## config.mk

```make
export PLATFORM = sky130hd
export DESIGN_NAME = pc_3gpp_dec_source
export DESIGN_NICKNAME = d
export VERILOG_FILES = /design/src/rtl/pc_3gpp_dec_source.sv
export SDC_FILE = /design/constraint.sdc
export NUM_CORES = 1
export LEC_CHECK = 0
export BUFFER_PORTS_ARGS = -buffer_cell sky130_fd_sc_hd__buf_4
export CORE_UTILIZATION = 57
export CTS_CLUSTER_SIZE = 40
export DETAILED_ROUTE_END_ITERATION = 8
export PLACE_DENSITY = 0.85
export SETUP_SLACK_MARGIN = 0.15
export SLEW_MARGIN = 10
export SYNTH_ARGS = -nofsm -noshare
export SYNTH_HDL_FRONTEND = slang
export SYNTH_SLANG_ARGS = --single-unit
export TNS_END_PERCENT = 100
```

## constraint.sdc

```tcl
create_clock -name iclk -period 6.2 [get_ports iclk]
set_input_delay 1.24 -clock iclk [delete_from_list [all_inputs] [get_ports iclk]]
set_output_delay 1.24 -clock iclk [all_outputs]
set_load 0.02 [all_outputs]
```

## src/rtl/pc_3gpp_dec_source.sv

```systemverilog
// Input framing for the PC 3GPP decoder: streams sop/val/eop LLRs into one pN_MAX-entry buffer bank.
// Writes appear 1 cycle after accept; short frames are zero-padded, long ones truncated, both flag oerr.
module pc_3gpp_dec_source #(
  parameter int pN_MAX = 1024,
  parameter int pLLR_W = 4,
  parameter int pTAG_W = 4
) (
  input  logic                       iclk,
  input  logic                       ireset,
  input  logic                       iclkena,
  input  logic                       isop,
  input  logic                       ival,
  input  logic                       ieop,
  input  logic [pLLR_W-1:0]          idat,
  input  logic [pTAG_W-1:0]          itag,
  output logic                       ordy,
  output logic                       obusy,
  input  logic                       ifulla,
  input  logic                       iemptya,
  output logic                       owrite,
  output logic                       owfull,
  output logic [$clog2(pN_MAX)-1:0]  owaddr,
  output logic [pLLR_W-1:0]          owdat,
  output logic [pTAG_W-1:0]          owtag,
  output logic                       oerr
);

  localparam int cADDR_W = $clog2(pN_MAX);
  localparam logic [cADDR_W-1:0] cLAST = cADDR_W'(pN_MAX - 1);

  typedef enum logic [1:0] {ST_WAIT, ST_DATA, ST_PAD, ST_DROP} state_t;

  state_t              state_q, state_d;
  logic [cADDR_W-1:0]  cnt_q, cnt_d;
  logic [pTAG_W-1:0]   tag_q, tag_d;
  logic                owrite_q, owrite_d;
  logic                owfull_q, owfull_d;
  logic                oerr_q, oerr_d;
  logic [cADDR_W-1:0]  owaddr_q, owaddr_d;
  logic [pLLR_W-1:0]   owdat_q, owdat_d;
  logic                accept;
  logic                start;

  assign ordy   = ireset & (((state_q == ST_WAIT) & ~ifulla) | (state_q == ST_DATA) | (state_q == ST_DROP));
  assign obusy  = (state_q != ST_WAIT) | ~iemptya;
  assign accept = iclkena & ival & ordy;

  always_comb begin
    state_d  = state_q;
    cnt_d    = cnt_q;
    tag_d    = tag_q;
    owrite_d = 1'b0;
    owfull_d = 1'b0;
    oerr_d   = 1'b0;
    owaddr_d = owaddr_q;
    owdat_d  = owdat_q;
    start    = 1'b0;

    case (state_q)
      ST_WAIT: begin
        if (accept && isop) start = 1'b1;
      end
      ST_DATA: begin
        if (accept) begin
          if (isop) begin
            // restart reuses the same bank from address 0
            start  = 1'b1;
            oerr_d = 1'b1;
          end else begin
            owrite_d = 1'b1;
            owaddr_d = cnt_q;
            owdat_d  = idat;
            cnt_d    = cnt_q + 1'b1;
            if (cnt_q == cLAST) begin
              owfull_d = 1'b1;
              state_d  = ieop ? ST_WAIT : ST_DROP;
            end else if (ieop) begin
              state_d = ST_PAD;
            end
          end
        end
      end
      ST_PAD: begin
        if (iclkena) begin
          owrite_d = 1'b1;
          owaddr_d = cnt_q;
          owdat_d  = '0;
          cnt_d    = cnt_q + 1'b1;
          if (cnt_q == cLAST) begin
            owfull_d = 1'b1;
            oerr_d   = 1'b1;
            state_d  = ST_WAIT;
          end
        end
      end
      ST_DROP: begin
        if (accept) begin
          if (isop) begin
            oerr_d = 1'b1;
            if (!ifulla) start = 1'b1;
            else         state_d = ST_WAIT;
          end else if (ieop) begin
            oerr_d  = 1'b1;
            state_d = ST_WAIT;
          end
        end
      end
      default: state_d = ST_WAIT;
    endcase

    if (start) begin
      owrite_d = 1'b1;
      owaddr_d = '0;
      owdat_d  = idat;
      tag_d    = itag;
      cnt_d    = cADDR_W'(1);
      state_d  = ieop ? ST_PAD : ST_DATA;
    end
  end

  always_ff @(posedge iclk) begin
    if (!ireset) begin
      state_q  <= ST_WAIT;
      cnt_q    <= '0;
      tag_q    <= '0;
      owrite_q <= 1'b0;
      owfull_q <= 1'b0;
      oerr_q   <= 1'b0;
      owaddr_q <= '0;
      owdat_q  <= '0;
    end else if (iclkena) begin
      state_q  <= state_d;
      cnt_q    <= cnt_d;
      tag_q    <= tag_d;
      owrite_q <= owrite_d;
      owfull_q <= owfull_d;
      oerr_q   <= oerr_d;
      owaddr_q <= owaddr_d;
      owdat_q  <= owdat_d;
    end
  end

  assign owrite = owrite_q;
  assign owfull = owfull_q;
  assign oerr   = oerr_q;
  assign owaddr = owaddr_q;
  assign owdat  = owdat_q;
  assign owtag  = tag_q;

endmodule

```

# == Yosys cells after proc, flatten, opt, wreduce, memory -nomap -nowiden ==
# Index checks and enable logic that the tools add are counted.
# totals
regBits,33
in_bits,16
out_inout_bits,23
wordCells,81
# classes
add_sub_neg,1
eq_ne,11
mux,44
n_bitwise,9
reduce_logical,8
# ops
operator,n
$mux 10,6
$pmux 10 s2,2
$mux 2,12
$mux 1,15
$mux 4,3
$ne 3x3->1 const B,4
$add 10x1->10 const B,1
$eq 10x10->1 const B,1
$reduce_and 9->1,1
$ne 4x4->1 const B,2
$pmux 4 s2,1
$pmux 1 s3,2
$pmux 2 s3,1
$and 1x1->1,4
$eq 2x2->1 const B,2
$ne 4x3->1 const B,1
$pmux 1 s2,2
$reduce_and 4->1,1
$reduce_bool 4->1,1
$or 1x1->1,3
$reduce_bool 3->1,1
$eq 2x1->1 const B,1
$logic_not 2->1,1
$not 1->1,2
3 further kinds,3

# == Longest topological paths before layout ==
# logic_depth
ltp_word,11
ltp_mapped,9
depth_no_buf,7

# == Worst setup path after synthesis ==
# Ideal clock, no wire load.
# synth_path
kind,input -> output
from,input port ireset
to,output port ordy
t_arrival_ns,1.788
required_ns,4.960
setup_slack_ns,3.172
cell_stages,2
n_path_buf,1
path_cell_list,clkbuf_1 o31a_1
# synth_via
elab_chain_cells,1
# synth_rtl
item,line,rtl
"start, declared",9,"input logic ireset,"
$and 1x1->1,44,assign ordy = ireset & (((state_q == ST_WAIT) & ~ifulla) | (state_q == ST_DATA) | (state_q == ST_DROP));
"end, declared",16,"output logic ordy,"
# No other way between the ends.

# == Final worst setup path ==
# layout_path
from,input port ifulla
to,output port ordy
# layout_via
elab_chain_cells,5
# layout_rtl
item,line,rtl
"start, declared",18,"input logic ifulla,"
$not 1->1,44,
$and 1x1->1,44,
$or 1x1->1 (2 in a row),44,
$and 1x1->1,44,
# No other way between the ends.

==> metrics <==
status complete, no violations; hold path cells 2; post-synthesis cell count 207; P&R area growth vs syn 21.05%; Worst Reg-to-Reg Cells 7; max cap viols 0; Max Clock Skew 0.008660 ns; detailed-route DRC error count 0; Worst-Skew Late Latency 0.34 ns; sequential power share 49.8%; #FFs+latches synth 33; Yosys top cell by area dfxtp_1; Worst Hold Launch owfull; f_max 0.3290 GHz; Inserted Diodes 0; CP endpoint kind output pin; detailed-route wire length 4.042 mm; Final nets 260; Switching Power 104.9 uW; RePlAce Congestion 0.8511; die height 56.52 um; EDFF count, synth 0; core area 2781 um^2; Yosys warning count 0; most frequent cells in the layout 38 x buf_4, 33 x dfxtp_1, 24 x nand3_1, 21 x a21oi_1, 21 x o21ai_0; register area share after synthesis 39.00%; Post-Route Utilization 73.73%; Initial Utilization 60.91%; Synth cell types 32; part of the cycle the worst path needs 49.02%; Logic pwr share 11.0%; clock slew at reported path FFs 0.09 ns; R2R Path Start state_q[0]; Slew Viols, Final 0; FP Rows 19; DR vias 1,695; top_reg_cell synth dfxtp_1; drt pass-1 iters 4; Worst-Margin Slew 1.152 ns; final non-filler cell area 2051 um^2; Leak Pwr 0.0008113 uW; largest net degree at the start of global routing 29; Post-DP HPWL 2.824 mm; minimum clock period 3.039 ns; area of the multi-input gates 954.7 um^2; Fill cells 230; post-DR wirelength/cell 14.97 um; top cells by area, synth dfxtp_1 39%, nand3_1 7.1%, mux2i_1 6.5%; drt initial violations 66; Post-CTS Setup Bufs 0; clock sink count 33; gr ovfl total 0; placed inst area 1961 um^2; initial antenna violation count 0; Worst Path Arrival 1.80 ns; syn nets 229; synthesized cell area 1694 um^2; worst min path class flip-flop to flip-flop; vias in the first global route 1,561; VDD IR max 0.1884 mV; CTS resizes 0; reg-to-reg endpoint cnt_q[5]; Num CTS Buffers 5; fraction of final layout cells with drive strength greater than 1 23.01%; crit path max fanout 3; Relative slew margins 22.68%; Max Root-Sink Buffers 2; die span in x 56.52 um; Hold Path End owfull; register cell area after layout 660.6 um^2; Setup CP Type primary input to output pin; ANT nets after route 0; Port Buf Inserts 38; CP startpoint kind primary input; H-Tree Depth 2; Final TNS setup 0 ns; first-pass GRT wire length 6.686 mm; die area 3194 um^2; Sw Ratio 24.21%; Vias/cell 6.278; Pint 328.6 uW; IO Pins 39; FF-to-FF setup slack 3.57 ns; Avg Inst Size Synth 8.184 um^2; number of setup violations in the final report 0; commonest non-fill, non-tap cell in the layout buf_4; CP required 4.96 ns; hold buffers post-CTS 0; clock share of power 39.2%; CTS tree done; Final Hold Violating Endpoints 0; GRT Overall Usage 26.42%; Pwr per Cell Area 211.4 nW/um^2; RSZ-0062 raised after global routing no; CTS Root Cell clkbuf_4; Post-synth ARST share 0%; Yosys top cell area share 39.00%
## per-layer routing
metal	vias up	global-route usage, %	part of all wire, %
li1	822	-	-
met1	802	31.84	41
met2	59	43.87	51
met3	12	7.373	5.9
met4	0	11.15	1.8
met5	-	0	0
## flip-flops by register name, summed over array words and instances, names as in the netlist
register / count
cnt_q: 10
owaddr: 10
owtag: 4
owdat: 4
state_q: 2
owfull: 1
oerr: 1
owrite: 1
## worst max-delay path by stage
stage                 from         to  slack [ns]  depth (start not counted)
floorplan           ireset       ordy        3.17                          2
detailed placement  ireset  owaddr[0]        3.02                          6
global placement    ireset   cnt_q[5]        3.14                          6
CTS                 ifulla       ordy        3.16                          4
global route        ifulla       ordy        3.13                          4
finish              ifulla       ordy        3.16                          4
## cell usage after synthesis, types with 4 or more instances
cell	count
inv_1	6
nand2_1	12
nor3_1	8
nor2_1	8
nand3_1	24
clkbuf_1	10
dfxtp_1	33
a21oi_1	21
ha_1	6
buf_2	4
nand4b_1	4
or2_2	7
mux2i_1	11
o21ai_0	21
## power by group through the flow
stage / Combinational (uW) / Sequential (uW) / Clock [uW]
floorplan: 27.6 / 222 / 0
global route: 52.0 / 216 / 182
CTS: 46.8 / 216 / 172
finish: 47.7 / 216 / 170
detailed placement: 46.6 / 221 / 0
global placement: 45.2 / 221 / 0
## metrics by stage
stage               hold WS, ns  std cells  setup slack [ns]  power [uW]
floorplan                0.4650        207             3.172       249.9
global route             0.5032        270             3.126       450.8
detailed placement       0.4603        262             3.019       267.5
finish                   0.4773        270             3.161       433.5
CTS                      0.4774        270             3.160       434.9
global placement         0.4591        262             3.143       265.9
## layout make-up
type,count,share of cell area (%)
multi-input cells,153,46.55
flip-flops and latches,33,32.21
repair buffers,38,13.91
clock buffers,7,2.685
well taps,31,1.891
clock inverters,1,1.464
inverters,7,1.281
## cells by family (layout without fill, tap and decap cells)
family / Yosys count / after routing / share of synthesized area, %
AO/OA/AOI/OAI: 61 / 61 / 21.49
adder cells (fa/ha/maj): 6 / 6 / 4.431
buffers and inverters: 21 / 53 / 4.948
flip-flops: 33 / 33 / 39.00
multiplexers: 11 / 11 / 6.500
AND/OR/NAND/NOR: 75 / 75 / 23.63
## worst max-delay path, cell delays in order
cell and delay (ns):
buf_4 0.12, nor2b_1 0.17, o31a_1 0.14, buf_4 0.13
Power figures use the tool's default switching activity.
